File: src/rtl/clk_div_pkg.sv
// Shared types and constants for the clk_div_bank clock-enable generator.
package clk_div_pkg;

   typedef enum logic [1:0] {
      WAIT_LOCK = 2'd0,
      SETTLE    = 2'd1,
      RUN       = 2'd2
   } state_t;

   // Ratios at or below this value bypass the divider (enable every cycle).
   localparam int DIV_BYPASS_MAX = 1;

   // Channel-select width; a single channel still needs a one-bit select.
   function automatic int ch_width(input int num_ch);
      return (num_ch > 1) ? $clog2(num_ch) : 1;
   endfunction

endpackage

File: src/rtl/clk_div_ch.sv
// One divider channel: counter, active ratio, shadow ratio and pending flag.
// Updates written while running wait in the shadow until the period boundary.
module clk_div_ch
   import clk_div_pkg::*;
#(
   parameter int DIV_W   = 8,
   parameter int DEF_DIV = 2
) (
   input  logic             clk,
   input  logic             rst_n,
   input  logic             run,
   input  logic             leave,
   input  logic             wr,
   input  logic [DIV_W-1:0] cfg_div,
   output logic             en,
   output logic             div_clk,
   output logic             ch_locked,
   output logic             pending
);

   logic [DIV_W-1:0] cnt;
   logic [DIV_W-1:0] div;
   logic [DIV_W-1:0] shadow;
   logic             pending_q;
   logic             bypass;
   logic             at_wrap;

   // Period decode taken straight from the registered counter and ratio.
   always_comb begin
      bypass    = (div <= DIV_W'(DIV_BYPASS_MAX));
      at_wrap   = (cnt == (div - DIV_W'(1)));
      en        = run & (bypass | at_wrap);
      div_clk   = run & ~bypass & (cnt < (div >> 1));
      ch_locked = run & ~pending_q;
      pending   = pending_q;
   end

   // Counter and ratio registers; a pending ratio lands only on a wrap, in bypass, or when leaving RUN.
   always_ff @(posedge clk) begin
      if (!rst_n) begin
         cnt       <= '0;
         div       <= DIV_W'(DEF_DIV);
         shadow    <= DIV_W'(DEF_DIV);
         pending_q <= 1'b0;
      end else if (!run || leave) begin
         cnt       <= '0;
         pending_q <= 1'b0;
         if (wr) begin
            div <= cfg_div;
         end else if (pending_q) begin
            div <= shadow;
         end
      end else if (pending_q && (bypass || at_wrap)) begin
         div       <= shadow;
         pending_q <= 1'b0;
         cnt       <= '0;
      end else begin
         if (wr) begin
            shadow    <= cfg_div;
            pending_q <= 1'b1;
         end
         if (bypass || at_wrap) begin
            cnt <= '0;
         end else begin
            cnt <= cnt + DIV_W'(1);
         end
      end
   end

endmodule

File: src/rtl/clk_div_bank.sv
// Bank of programmable clock-enable dividers released after a stable PLL lock.
// Optional feature macro: CLK_DIV_BANK_LOSS_CNT_EN adds loss_cnt_o, a saturating
// count of lock losses while running.
module clk_div_bank
   import clk_div_pkg::*;
#(
   parameter  int NUM_CH    = 4,
   parameter  int DIV_W     = 8,
   parameter  int LOCK_WAIT = 16,
   parameter  int DEF_DIV   = 2,
   localparam int CH_W      = ch_width(NUM_CH)
) (
   input  logic              clk_i,
   input  logic              rst_ni,
   input  logic              pll_locked_i,
   input  logic              cfg_valid_i,
   output logic              cfg_ready_o,
   input  logic [CH_W-1:0]   cfg_ch_i,
   input  logic [DIV_W-1:0]  cfg_div_i,
   output logic [NUM_CH-1:0] en_o,
   output logic [NUM_CH-1:0] div_clk_o,
   output logic [NUM_CH-1:0] ch_locked_o,
   output logic              locked_o,
`ifdef CLK_DIV_BANK_LOSS_CNT_EN
   output logic [7:0]        loss_cnt_o,
`endif
   output logic              rst_no
);

   localparam int LW_W = (LOCK_WAIT > 1) ? $clog2(LOCK_WAIT) : 1;

   state_t            state;
   state_t            state_next;
   logic [LW_W-1:0]   lock_cnt;
   logic [LW_W-1:0]   lock_cnt_next;
   logic              locked_q;
   logic              run;
   logic              leave;
   logic              accept;
   logic [NUM_CH-1:0] wr;
   logic [NUM_CH-1:0] pending;

   // State, lock counter and the registered lock/reset outputs.
   always_ff @(posedge clk_i) begin
      if (!rst_ni) begin
         state    <= WAIT_LOCK;
         lock_cnt <= '0;
         locked_q <= 1'b0;
      end else begin
         state    <= state_next;
         lock_cnt <= lock_cnt_next;
         locked_q <= (state_next == RUN);
      end
   end

   // Lock qualification: require LOCK_WAIT consecutive locked cycles before RUN.
   always_comb begin
      state_next    = state;
      lock_cnt_next = lock_cnt;
      case (state)
         WAIT_LOCK: begin
            if (pll_locked_i) begin
               state_next    = SETTLE;
               lock_cnt_next = '0;
            end
         end
         SETTLE: begin
            if (!pll_locked_i) begin
               state_next = WAIT_LOCK;
            end else if (lock_cnt == LW_W'(LOCK_WAIT - 1)) begin
               state_next = RUN;
            end else begin
               lock_cnt_next = lock_cnt + LW_W'(1);
            end
         end
         RUN: begin
            if (!pll_locked_i) begin
               state_next = WAIT_LOCK;
            end
         end
         default: begin
            state_next = WAIT_LOCK;
         end
      endcase
   end

   // Handshake decode; out-of-range channel numbers are accepted but match no channel.
   always_comb begin
      run         = (state == RUN);
      leave       = run & ~pll_locked_i;
      cfg_ready_o = ~|pending;
      accept      = cfg_valid_i & cfg_ready_o;
      locked_o    = locked_q;
      rst_no      = locked_q;
      for (int i = 0; i < NUM_CH; i++) begin
         wr[i] = accept && (cfg_ch_i == CH_W'(i));
      end
   end

   for (genvar g = 0; g < NUM_CH; g++) begin : g_ch
      clk_div_ch #(
         .DIV_W   (DIV_W),
         .DEF_DIV (DEF_DIV)
      ) u_ch (
         .clk       (clk_i),
         .rst_n     (rst_ni),
         .run       (run),
         .leave     (leave),
         .wr        (wr[g]),
         .cfg_div   (cfg_div_i),
         .en        (en_o[g]),
         .div_clk   (div_clk_o[g]),
         .ch_locked (ch_locked_o[g]),
         .pending   (pending[g])
      );
   end

`ifdef CLK_DIV_BANK_LOSS_CNT_EN
   logic [7:0] loss_cnt;

   // Count RUN exits caused by lock loss, saturating at 255.
   always_ff @(posedge clk_i) begin
      if (!rst_ni) begin
         loss_cnt <= 8'd0;
      end else if (leave && (loss_cnt != 8'hFF)) begin
         loss_cnt <= loss_cnt + 8'd1;
      end
   end

   assign loss_cnt_o = loss_cnt;
`endif

endmodule

File: config.mk
export PLATFORM = sky130hd
export DESIGN_NAME = clk_div_bank
export DESIGN_NICKNAME = d
export VERILOG_FILES = /design/src/rtl/clk_div_pkg.sv /design/src/rtl/clk_div_ch.sv /design/src/rtl/clk_div_bank.sv
export SDC_FILE = /design/constraint.sdc
export NUM_CORES = 1
export LEC_CHECK = 0
export ABC_AREA = 1
export CELL_PAD_IN_SITES_DETAIL_PLACEMENT = 2
export CELL_PAD_IN_SITES_GLOBAL_PLACEMENT = 2
export CORE_MARGIN = 2
export CORE_UTILIZATION = 31
export CTS_CLUSTER_SIZE = 40
export DETAILED_ROUTE_END_ITERATION = 6
export PLACE_DENSITY = 0.74
export SLEW_MARGIN = 20
export SYNTH_ARGS = -nofsm -noshare
export SYNTH_HDL_FRONTEND = slang
export SYNTH_SLANG_ARGS = --single-unit
export TNS_END_PERCENT = 30
File: constraint.sdc
create_clock -name clk_i -period 1.9 [get_ports clk_i]
set_clock_uncertainty 0.15 [all_clocks]
set_input_delay 0.285 -clock clk_i [delete_from_list [all_inputs] [get_ports clk_i]]
set_output_delay 0.285 -clock clk_i [all_outputs]
set_load 0.05 [all_outputs]
**After elaboration in Yosys (flattened, before gate mapping)**

Cells that the tools add are included.
Widths: inputs -> output; s select.

- Logic and storage cells: 156
- Output and inout port bits: 15
- Register bits after elaboration: 107
- Input bits: 14

- Reduce and logical (&&, ||, !) cells: 40
- Eq/ne operators: 18
- Magnitude comparators: 8
- Add/subtract/negate cells: 9
- Bitwise logic cells: 37
- Mux-type cells: 25

Operators by type and width:

| cell | number |
|---|---|
| $mux 8 | 16 |
| $add 8x1->8 const B | 4 |
| $eq 8x8->1 | 4 |
| $le 8x1->1 const B | 4 |
| $lt 8x7->1 | 4 |
| $sub 8x1->8 const B | 4 |
| $reduce_or 4->1 | 5 |
| $and 1x1->1 | 18 |
| $not 1->1 | 15 |
| $mux 4 | 3 |
| $ne 3x1->1 const B | 4 |
| $reduce_and 3->1 | 4 |
| $reduce_or 3->1 | 4 |
| $reduce_bool 2->1 | 5 |
| $eq 2x2->1 const B | 4 |
| $logic_and 1x1->1 | 8 |
| $mux 2 | 4 |
| $pmux 4 s2 | 1 |
| $reduce_and 2->1 | 4 |
| $ne 2x2->1 const B | 3 |
| $pmux 2 s3 | 1 |
| $logic_or 1x1->1 | 5 |
| $add 4x1->4 const B | 1 |
| $eq 2x1->1 const B | 2 |
| 5 further kinds | 10 |

**Depth between registers and ports, before layout**

Gate-level depths: netlist (run 1).

- Word-level depth: 6
- Depth in mapped cells: 17
- Gate-level depth less buffers: 16

**Modules after synthesis**

A second synthesis (run 1) with hierarchy kept.

- Cell total of the unflattened synthesis: 1,116
- Area total of the unflattened synthesis: 7,126.8 µm²

Modules (own cells, without submodules):

| module | area each (µm²) | instances | sequential area each (µm²) | cells an instance |
|---|---|---|---|---|
| clk_div_ch (g_ch[0].u_ch ...) | 1,661.6 | 3 | 500.5 | 262 |
| clk_div_ch (g_ch[3].u_ch) | 1,716.6 | 1 | 500.5 | 264 |
| clk_div_bank | 425.4 | 1 | 140.1 | 66 |

**Worst setup path after synthesis (run 1)**

No wires, ideal clock.

- Path type: reg-to-reg
- Start point: register g_ch[0].u_ch.div[0]
- End point: register g_ch[0].u_ch.div[1]
- Cell stages (with the launch flop): 16
- Setup slack: -115 ps
- Arrival time: 1,742 ps
- Clock period less this slack: 2,015 ps
- Data required time: 1,627 ps
- Buffers on the path: 1
- Library setup time: 123 ps
- Path through: dfxtp_1 -> inv_1 -> ha_1 -> xor2_1 -> nand2_1 -> nor2_1 -> nand2_1 -> nor2_1 -> nand2_2 -> nand2_2 -> nand2_4 -> nand2_4 -> buf_6 -> nand2_1 -> nand2_1 -> nand3_1

- Longest elaborated chain between the ends: 6
- Elaborated cells between the ends (all ways): 7
- Classes of those cells: add/sub (1); order compare (1); eq/ne (1); reduce/logical (4)

RTL lines:

| element | line | text |
|---|---|---|
| start: declaration | clk_div_ch.sv:22 | `logic [DIV_W-1:0] div;` |
| start signal: assignment | clk_div_ch.sv:42 | `div <= DIV_W'(DEF_DIV);` |
| start signal: assignment | clk_div_ch.sv:49 | `div <= cfg_div;` |
| start signal: assignment | clk_div_ch.sv:51 | `div <= shadow;` |
| $sub 8x1->8 | clk_div_ch.sv:31 | `at_wrap = (cnt == (div - DIV_W'(1)));` |
| $eq 8x8->1 | clk_div_ch.sv:31 |  |
| $logic_or 1x1->1 (*) | clk_div_ch.sv:53 | `end else if (pending_q && (bypass \|\| at_wrap)) begin` |
| $logic_and 1x1->1 (*) | clk_div_ch.sv:53 |  |
| $reduce_bool 2->1 (no source line) (*) | -- |  |
| $reduce_and 2->1 (no source line) (*) | -- |  |

Every way passes the cells marked *; elsewhere a longest branch is shown, timed or not.
A chain may end at the register's enable or synchronous reset.

**Final worst setup path (run 1)**

- Start point: register g_ch[3].u_ch.div[1]
- End point: output port en_o[3]

- Longest elaborated chain between the ends: 4
- Elaborated cells between the ends (all ways): 5
- Classes of those cells: add/sub (1); order compare (1); eq/ne (1); bitwise (2)

RTL lines:

| element | line | text |
|---|---|---|
| start: declaration | clk_div_ch.sv:22 |  |
| start signal: assignment | clk_div_ch.sv:42 |  |
| start signal: assignment | clk_div_ch.sv:49 |  |
| start signal: assignment | clk_div_ch.sv:51 |  |
| $sub 8x1->8 | clk_div_ch.sv:31 |  |
| $eq 8x8->1 | clk_div_ch.sv:31 |  |
| $or 1x1->1 (*) | clk_div_ch.sv:32 | `en = run & (bypass \| at_wrap);` |
| $and 1x1->1 (*) | clk_div_ch.sv:32 |  |
| end: declaration | clk_div_bank.sv:20 | `output logic [NUM_CH-1:0] en_o,` |

Marks and branches as above.

==> results of run 1 <==
## placed cells by master (no fill, tap or decap), drive strengths merged, types with 4 or more instances in the layout
cell type      count
a21oi             52
buf              144
clkbuf            13
clkdlybuf4s50     12
dfxtp            107
ha                37
inv              163
nand2            285
nand3             88
nand4              7
nor2             185
nor3              16
nor3b              4
o211ai             4
o21ai             42
or2                4
xnor2              9
xor2              23
## per-stage QoR
stage	power [mW]	instance area, um2
global route	5.601	9891
global placement	3.052	8492
finish	5.369	9891
detailed placement	3.086	8492
floorplan	2.794	7173
CTS	5.316	9400
## worst paths after layout
check	from	to	slack, ns	depth (start not counted)
min reg2reg	lock_cnt[3]$_SDFFE_PN0P_	lock_cnt[3]$_SDFFE_PN0P_	0.33	2
max reg2reg	g_ch[3].u_ch.div[1]$_SDFFE_PN1P_	g_ch[3].u_ch.div[1]$_SDFFE_PN1P_	-0.59	18
min	rst_ni	state[0]$_SDFF_PN0_	0.16	3
max	g_ch[3].u_ch.div[1]$_SDFFE_PN1P_	en_o[3]	-0.65	12
## power breakdown
group	total, mW	leakage, nW	switching [mW]	internal [mW]
combinational	0.904	3.35	0.549	0.355
sequential	2.32	0.875	0.0446	2.28
clock	2.14	0.159	0.991	1.15
## timing repair
| item | in CTS | in global routing |
|---|---|---|
| hold endpoints to repair | 0 | 0 |
| gates resized for setup | 99 | 103 |
| pin swaps | 61 | 71 |
| buffers inserted | 14 | 11 |
| setup endpoints to repair | 90 | 110 |
| gates cloned | 4 | 2 |
## per-layer routing
layer  track usage (%)  share of wire (%)
met5                 0                  0
met2             40.57                 52
met3             3.510                2.0
met1             26.43                 44
met4             4.194                2.1
## kinds of logic (layout without fill, tap and decap cells)
logic type | Yosys count | after routing | synth area share (%)
adder cells (fa/ha/maj) | 37 | 37 | 6.535
XOR/XNOR | 32 | 32 | 3.956
flip-flops | 107 | 107 | 30.24
AO/OA/AOI/OAI | 111 | 111 | 8.407
buffers and inverters | 206 | 335 | 13.37
AND/OR/NAND/NOR | 589 | 595 | 37.50
## area by class of cell
class                           instances  area, um2
Sequential cell                       107       2185
Inverter                              162      620.6
Fill cell                            2596      12610
Clock buffer                           12      267.8
Clock inverter                          4      52.55
Tap cell                              285      356.6
Multi-Input combinational cell        775       4850
Timing Repair Buffer                  157       1559
## worst reg2reg max path, cell delays in order, from the launching register on
cell	delay, ns
dfxtp_2	0.33
buf_4	0.15
nor2_4	0.14
nand2_2	0.12
nor2_4	0.12
nand2_1	0.07
nand2_1	0.09
nand2_1	0.11
nor2_2	0.14
nand2_2	0.10
buf_4	0.14
buf_6	0.12
nand2_4	0.08
nand2_8	0.10
nand2_8	0.10
buf_12	0.11
nand2_4	0.05
nand2_4	0.06
nand3_2	0.08
## sequential cells by signal, indices dropped and copies added (netlist names)
register,flops
g_ch.u_ch.cnt,32
g_ch.u_ch.div,32
g_ch.u_ch.pending,4
g_ch.u_ch.shadow,32
lock_cnt,4
locked_o,1
state,2
==> impl_metrics.json, run 1 <==
{
  "status": "complete, but fails checks",
  "violations": "setup timing",
  "cap_violations": 0,
  "htreeDepth": 3,
  "fin_tns_setup_ns": -34.20,
  "core_area_mm2": 0.02250,
  "powerDensity_mw_per_mm2": 542.8,
  "drc": 0,
  "ys.flop_type": "dfxtp_1",
  "syn_to_final_growth_pct": 39.62,
  "synth_top_cell_area_share_pct": 30.24,
  "yosysMostFrequentCell": "nand2_1",
  "max_freq_mhz": 392.6,
  "post-route-min-period_ns": 2.547,
  "startpoint_type": "register",
  "rows": 55,
  "synth-edff-count": 0,
  "rsz0062_at_grt": "yes",
  "cts_tree": "built",
  "antenna_found_initial": 0,
  "synthDistinctLibCells": 41,
  "clk_pin_slew_ns": 0.08,
  "setup_viol": 108,
  "p_leak_nw": 4.382,
  "port_buffers": 28,
  "cp.required_ns": 1.46,
  "cts_buffers": 9,
  "ctsLongestPathBuffers": 2,
  "yosysSeqAreaShare_pct": 30.24,
  "num_vias": 7511,
  "cp.arrival_ns": 2.11,
  "hp-class": "input port to register",
  "syn_inst": 1082,
  "yosysWarnings": 0,
  "syn_nets": 1133,
  "grt_overflow": 0,
  "crit_chain": "buf_4, nor2_4, nand2_2, nor2_4, nand2_1, nand2_1, nand2_1, nor2_2, nand2_2, a21oi_2, buf_4, buf_12",
  "syn_area_mm2": 0.007084,
  "crit_top_cell": "nand2_1",
  "dieHeight_um": 155.2,
  "crit_fanout": 3,
  "finalNonFillerCells": 1502,
  "cts_hold_buffers": 0,
  "wl_um": 29120,
  "critical-path-top-delay-family": "simple AND/OR/NAND/NOR gates",
  "hold_violations": 0,
  "grt_first_pass_wirelength_um": 41660,
  "fin_crit_sh_pct": 134.0,
  "final_util_pct": 43.95,
  "end_kind": "output pin",
  "drive_gt1_share_pct": 31.55,
  "async_flop_share_pct": 0,
  "ir_drop_v": 0.0003235,
  "dieArea_mm2": 0.02408,
  "vias_per_cell": 5.001,
  "start_util_pct": 31.48,
  "cts_root_buf": "clkbuf_16",
  "layout.nets": 1263,
  "chipWidth_um": 155.2,
  "grtUsageTotal_pct": 21.75,
  "synthTopCellsByCount": "nand2_1 (258), nor2_1 (173), inv_1 (151)",
  "yosys.area.top_type": "dfxtp_1",
  "crit_type": "register to output pin",
  "io_pins": 29,
  "clock-sinks": 107,
  "clock_latency_ns": 0.37,
  "dp_slack_ns": -0.2859,
  "tightest_slew_ns": 0.3690,
  "grt_pass1_vias": 8007,
  "drt_first_pass_iters": 6,
  "max_slew_margin_pct": 75.40,
  "placedCellCount": 1457,
  "avgSynthCellArea_um2": 6.547,
  "cp.buffers_inverters": 3,
  "synth-seq-cells": 107,
  "antenna_left": 0,
  "fin_ws_ns": -0.6469,
  "synth_area_leaders": "dfxtp_1 (30%), nand2_1 (14%), nor2_1 (9.2%), inv_1 (8.0%), ha_1 (6.5%)",
  "post-dp-hpwl_um": 17410,
  "gp_congestion": 0.7749,
  "hold_ws_ns": 0.1586,
  "drt_iter0_drc": 269,
  "grt_max_degree": 69,
  "max_stage_delay_ns": 0.33,
  "routedWlPerCell_um": 19.39,
  "slowest_stage": "dfxtp_2",
  "antenna_cells": 0,
  "maxSlewViolCount": 0
}
(Power assumes the default switching activity.)
==> inputs of run 2 (changes only) <==
--- a/config.mk
+++ b/config.mk
@@ -5,11 +5,10 @@
 export SDC_FILE = /design/constraint.sdc
 export NUM_CORES = 1
 export LEC_CHECK = 0
-export ABC_AREA = 1
 export CELL_PAD_IN_SITES_DETAIL_PLACEMENT = 2
 export CELL_PAD_IN_SITES_GLOBAL_PLACEMENT = 2
 export CORE_MARGIN = 2
-export CORE_UTILIZATION = 31
+export CORE_UTILIZATION = 34
 export CTS_CLUSTER_SIZE = 40
 export DETAILED_ROUTE_END_ITERATION = 6
 export PLACE_DENSITY = 0.74
==> impl_metrics.json, run 2 <==
{
  "status": "complete, but fails checks",
  "violations": "setup timing",
  "routedWlPerCell_um": 33.00,
  "antenna_cells": 0,
  "clk_pin_slew_ns": 0.09,
  "grt_overflow": 0,
  "top_regs": "g_ch.u_ch.cnt (32), g_ch.u_ch.div (32), g_ch.u_ch.shadow (32)",
  "setup_viol": 112,
  "end_kind": "output pin",
  "hp-class": "register to register",
  "clock_latency_ns": 0.39,
  "htreeDepth": 3,
  "syn_inst": 766,
  "antenna_found_initial": 0,
  "synth-edff-count": 0,
  "cp.arrival_ns": 2.60,
  "ys.flop_type": "dfxtp_1",
  "start_util_pct": 34.54,
  "synthTopCellsByCount": "dfxtp_1 (107), nand2_1 (90), nor2_1 (66)",
  "syn_nets": 817,
  "drt_first_pass_iters": 5,
  "cap_violations": 0,
  "drt_iter0_drc": 507,
  "maxSlewViolCount": 0,
  "post-dp-hpwl_um": 18220,
  "cts_tree": "built",
  "n_fill_cell": 1843,
  "wl_um": 39800,
  "max_freq_mhz": 329.5,
  "cts_buffers": 9,
  "synth-seq-cells": 107,
  "crit_fanout": 3,
  "fin_ws_ns": -1.135,
  "startpoint_type": "register",
  "yosysMostFrequentCell": "dfxtp_1",
  "final_common_cell": "buf_4",
  "chipWidth_um": 141.8,
  "hold_start": "g_ch[1].u_ch.shadow[3]$_SDFFE_PN0P_",
  "rows": 50,
  "synthDistinctLibCells": 66,
  "multi_input_comb_area_mm2": 0.005243,
  "grtUsageTotal_pct": 34.26,
  "async_flop_share_pct": 0,
  "antenna_left": 0,
  "yosysWarnings": 0,
  "layout.nets": 1018,
  "crit_type": "register to output pin",
  "grt_first_pass_wirelength_um": 50850,
  "synth_top_cell_area_share_pct": 33.16,
  "drive_gt1_share_pct": 51.85,
  "dp_slack_ns": -0.7946,
  "grt_max_degree": 35,
  "num_vias": 7259,
  "synth_area_leaders": "dfxtp_1 (33%), ha_1 (7.2%), nand2_1 (5.2%), xor2_1 (4.9%), mux2_2 (4.0%)",
  "p_leak_nw": 4.214,
  "io_pins": 29,
  "ctsLongestPathBuffers": 2,
  "avgSynthCellArea_um2": 8.433,
  "vias_per_cell": 6.019,
  "drc": 0,
  "core_area_mm2": 0.01871,
  "placed_area_mm2": 0.008288,
  "yosys.area.top_type": "dfxtp_1",
  "finalNonFillerCells": 1206,
  "port_buffers": 28,
  "final_area_mm2": 0.01032,
  "hold_violations": 0,
  "mostFrequentLayoutCells": "buf_4 (169), dfxtp_1 (84), nand2_1 (76), xor2_1 (35), nor2_1 (32)",
  "grt_pass1_vias": 7980,
  "cts_root_buf": "clkbuf_16",
  "cp.required_ns": 1.46,
  "clock-sinks": 107,
  "seq_area_mm2": 0.002188,
  "yosysSeqAreaShare_pct": 33.16,
  "startpoint": "g_ch[3].u_ch.div[2]$_SDFFE_PN0P_",
  "fin_crit_sh_pct": 159.7,
  "gp_congestion": 0.8102,
  "syn_area_mm2": 0.006460,
  "post-route-min-period_ns": 3.035,
  "powerDensity_mw_per_mm2": 493.0,
  "reg2reg_from": "g_ch[1].u_ch.div[0]$_SDFFE_PN0P_",
  "ir_drop_v": 0.0004935,
  "tightest_slew_ns": 0.6779,
  "syn_to_final_growth_pct": 59.75,
  "placedCellCount": 1158,
  "dieHeight_um": 141.8,
  "max_slew_margin_pct": 54.70,
  "rsz0062_at_grt": "yes",
  "dieArea_mm2": 0.02012
}
-- run 2: changes by cell type in the layout (fill, tap and decap cells not counted), moves of 28 or more --
cell	delta
nand2_2	-28
inv_1	-110
nor2_1	-117
nand3_1	-30
o21ai_1	-31
nand2_1	-144
buf_4	+63
-- run 2: kinds of logic after synthesis --
| logic type | share of synthesized area (%) |
|---|---|
| AO/OA/AOI/OAI | 13.35 |
| XOR/XNOR | 8.406 |
| adder cells (fa/ha/maj) | 7.166 |
| buffers and inverters | 5.733 |
| flip-flops | 33.16 |
| multiplexers | 8.329 |
| AND/OR/NAND/NOR | 23.86 |
-- run 2: worst paths after layout --
kind / to / slack (ns) / depth (start not counted)
hold reg to reg: g_ch[1].u_ch.shadow[3]$_SDFFE_PN0P_ / 0.35 / 2
hold / removal: g_ch[1].u_ch.shadow[3]$_SDFFE_PN0P_ / 0.35 / 2
setup reg to reg: g_ch[1].u_ch.div[6]$_SDFFE_PN0P_ / -0.94 / 11
setup / recovery: en_o[3] / -1.14 / 8
-- run 2: cell type report --
| class | count | area share [%] |
|---|---|---|
| Sequential cell | 107 | 21.21 |
| Timing Repair Buffer | 232 | 20.72 |
| Clock inverter | 7 | 0.6790 |
| Multi-Input combinational cell | 577 | 50.80 |
| Inverter | 40 | 1.576 |
| Tap cell | 234 | 2.837 |
| Clock buffer | 9 | 2.182 |
-- run 2: critical path, stage by stage, from the launching register on --
cell and delay (ns):
dfxtp_4 0.39, buf_12 0.13, nor4_4 0.28, nand3_2 0.27, a2111oi_4 0.48, and3_4 0.27, nor2_2 0.06, nor2_2 0.16
buf_12 0.16
-- run 2: where the power goes --
group	switching, mW	leakage (nW)	internal (mW)
sequential	0.0324	0.875	2.25
clock	1.14	0.141	0.930
combinational	0.414	3.20	0.317
-- run 2: timing repair --
| action | in CTS | in global routing |
|---|---|---|
| setup endpoints to repair | 112 | 113 |
| hold buffers | 0 | 0 |
| gates resized for setup | 239 | 110 |
| pin swaps | 92 | 51 |
| buffers inserted | 23 | 17 |
| gates cloned | 1 | 0 |
-- run 2: routing by layer --
layer	wire length [um]	up-vias	GRT usage, %
met5	0	-	0
met4	2226	0	16.58
met3	1733	130	5.400
met2	20400	283	62.34
met1	15430	3779	39.02
li1	-	3067	-
-- run 2: metrics by stage --
step | hold slack, ns | utilization [%] | TNS (ns) | power [mW]
6_report | 0.3530 | 55.17 | -65.79 | 5.088
5_1_grt | 0.3595 | 55.17 | -70.47 | 5.208
4_1_cts | 0.3176 | 52.04 | -40.82 | 4.849
3_5_place_dp | 0.3049 | 44.31 | -50.62 | 2.805
3_3_place_gp | 0.2877 | 44.31 | -39.55 | 2.771
2_1_floorplan | 0.2590 | - | -28.44 | 2.554
==> inputs of run 3 (changes only) <==
--- a/config.mk
+++ b/config.mk
@@ -5,10 +5,11 @@
 export SDC_FILE = /design/constraint.sdc
 export NUM_CORES = 1
 export LEC_CHECK = 0
-export CELL_PAD_IN_SITES_DETAIL_PLACEMENT = 2
+export CELL_PAD_IN_SITES_DETAIL_PLACEMENT = 1
 export CELL_PAD_IN_SITES_GLOBAL_PLACEMENT = 2
 export CORE_MARGIN = 2
 export CORE_UTILIZATION = 34
+export CTS_BUF_LIST = sky130_fd_sc_hd__clkbuf_16
 export CTS_CLUSTER_SIZE = 40
 export DETAILED_ROUTE_END_ITERATION = 6
 export PLACE_DENSITY = 0.74
==> impl_metrics.json, run 3 (same netlist as run 2, synthesis figures left out) <==
{
  "hold_ws_ns": 0.3143,
  "crit_fanout": 4,
  "start_util_pct": 34.54,
  "ir_drop_v": 0.0005692,
  "pwr-share-comb_pct": 12.5,
  "grt_max_degree": 35,
  "fin_ws_ns": -0.7722,
  "violations": "setup timing",
  "top_regs": "g_ch.u_ch.cnt (32), g_ch.u_ch.div (32), g_ch.u_ch.shadow (32)",
  "rows": 50,
  "max_freq_mhz": 374.2,
  "sequentialPowerShare_pct": 47.2,
  "n_fill_cell": 2076,
  "p_sw_mw": 1.337,
  "powerDensity_mw_per_mm2": 481.7,
  "maxSlewViolCount": 0,
  "htreeDepth": 3,
  "status": "complete, but fails checks",
  "gp_congestion": 0.8102,
  "cp.required_ns": 1.46,
  "crit_top_cell": "a21o_1",
  "end_kind": "output pin",
  "pwr-share-clk_pct": 40.2,
  "post-route-min-period_ns": 2.672,
  "clock_latency_ns": 0.37,
  "clock-sinks": 107,
  "crit_type": "register to output pin",
  "num_vias": 6405,
  "crit_chain": "inv_4, ha_4, a21o_1, a21o_1, a21o_1, a21o_1, a311oi_2, buf_4, buf_12",
  "chipWidth_um": 141.8,
  "grt_first_pass_wirelength_um": 36810,
  "slowest_stage": "dfxtp_4",
  "grt_pass1_vias": 7092,
  "core_area_mm2": 0.01871,
  "setup_viol": 109,
  "multi_input_comb_area_mm2": 0.004972,
  "grtUsageTotal_pct": 23.11,
  "seq_area_mm2": 0.002188,
  "wl_um": 23920,
  "p_int_mw": 3.483,
  "dieHeight_um": 141.8,
  "routedWlPerCell_um": 19.90,
  "reg2regPathDepth": 7,
  "cp.arrival_ns": 2.24,
  "layout.nets": 1014,
  "drt_iter0_drc": 220,
  "cts_root_buf": "clkbuf_16",
  "cts_buffers": 9,
  "mostFrequentLayoutCells": "buf_4 (163), dfxtp_1 (86), nand2_1 (83), nor2_1 (35), xor2_1 (34)",
  "dieArea_mm2": 0.02012,
  "startpoint_type": "register",
  "cts_tree": "built",
  "tightest_slew_ns": 0.5217,
  "placed_area_mm2": 0.008288,
  "rsz0062_at_grt": "yes",
  "vias_per_cell": 5.329,
  "antenna_found_initial": 0,
  "antenna_left": 0,
  "fin_crit_sh_pct": 140.6,
  "swShare_pct": 27.74,
  "final_common_cell": "buf_4",
  "grt_overflow": 0,
  "clk_pin_slew_ns": 0.08,
  "port_buffers": 28,
  "ctsLongestPathBuffers": 2,
  "hold_depth": 2,
  "p_leak_nw": 4.158,
  "hold_violations": 0,
  "max_stage_delay_ns": 0.39,
  "drt_first_pass_iters": 4,
  "fin_tns_setup_ns": -38.99,
  "final_area_mm2": 0.01001,
  "post-dp-hpwl_um": 15550,
  "cap_violations": 0,
  "p_total_mw": 4.820,
  "drive_gt1_share_pct": 48.76,
  "io_pins": 29,
  "drc": 0,
  "antenna_cells": 0,
  "max_slew_margin_pct": 65.11,
  "hp-class": "register to register",
  "syn_to_final_growth_pct": 54.89
}
run 3: cell count changes in the layout (fill, tap and decap cells not counted), sizes merged:
cell      before  now
buf          219  215
inv           41   42
clkinvlp       1    0
run 3: power groups by stage:
stage | Sequential (mW) | Combinational [mW] | Clock, mW
3_3_place_gp | 2.33 | 0.438 | 0
6_report | 2.28 | 0.604 | 1.94
3_5_place_dp | 2.34 | 0.454 | 0
2_1_floorplan | 2.33 | 0.220 | 0
4_1_cts | 2.28 | 0.553 | 1.98
5_1_grt | 2.28 | 0.642 | 2.07
run 3: through the flow:
stage	setup WS, ns	std cells	util [%]
finish	-0.7722	1202	53.49
global route	-0.8574	1202	53.49
CTS	-0.7608	1196	51.20
detailed placement	-0.6753	1158	44.31
global placement	-0.6169	1158	44.31
floorplan	-0.5234	766	-
run 3: final timing paths:
check / end / startpoint / slack (ns)
worst max-delay path: div_clk_o[1] / g_ch[1].u_ch.div[2]$_SDFFE_PN0P_ / -0.77
worst min-delay path: g_ch[3].u_ch.shadow[0]$_SDFFE_PN0P_ / g_ch[3].u_ch.shadow[0]$_SDFFE_PN0P_ / 0.31
worst max register to register: g_ch[1].u_ch.div[7]$_SDFFE_PN0P_ / g_ch[3].u_ch.pending$_SDFFE_PP0P_ / -0.53
worst min register to register: g_ch[3].u_ch.shadow[0]$_SDFFE_PN0P_ / g_ch[3].u_ch.shadow[0]$_SDFFE_PN0P_ / 0.31
run 3: layout make-up:
cell class                 count  share of cell area (%)
clock buffer                   9                   2.251
clock inverter                 7                  0.7003
inverter                      40                   1.626
multi-input combinational    577                   49.69
sequential                   107                   21.87
tap                          234                   2.926
timing repair buffer         228                   20.93
run 3: layer usage:
metal	vias up	global-route usage (%)	part of all wire, %	wire length [um]
met5	-	0	0	0
met4	0	6.421	2.0	469
met3	35	3.341	2.7	635
met2	97	42.26	52	12540
met1	3216	28.22	43	10270
li1	3057	-	-	-
run 3: critical path, delay by kind of cell (launching register included):
family / cells / cell delay, ns
flip-flops: 1 / 0.39
adder cells (fa/ha/maj): 1 / 0.20
buffers and inverters: 3 / 0.34
AO/OA/AOI/OAI: 5 / 0.93
run 3: repair_timing:
item                                    in CTS  in global routing
resized for setup                          211                 89
endpoints found under the setup margin     112                111
pin swaps                                  105                 34
cloned                                       1                  2
setup buffers                               23                  8
hold buffers                                 0                  0
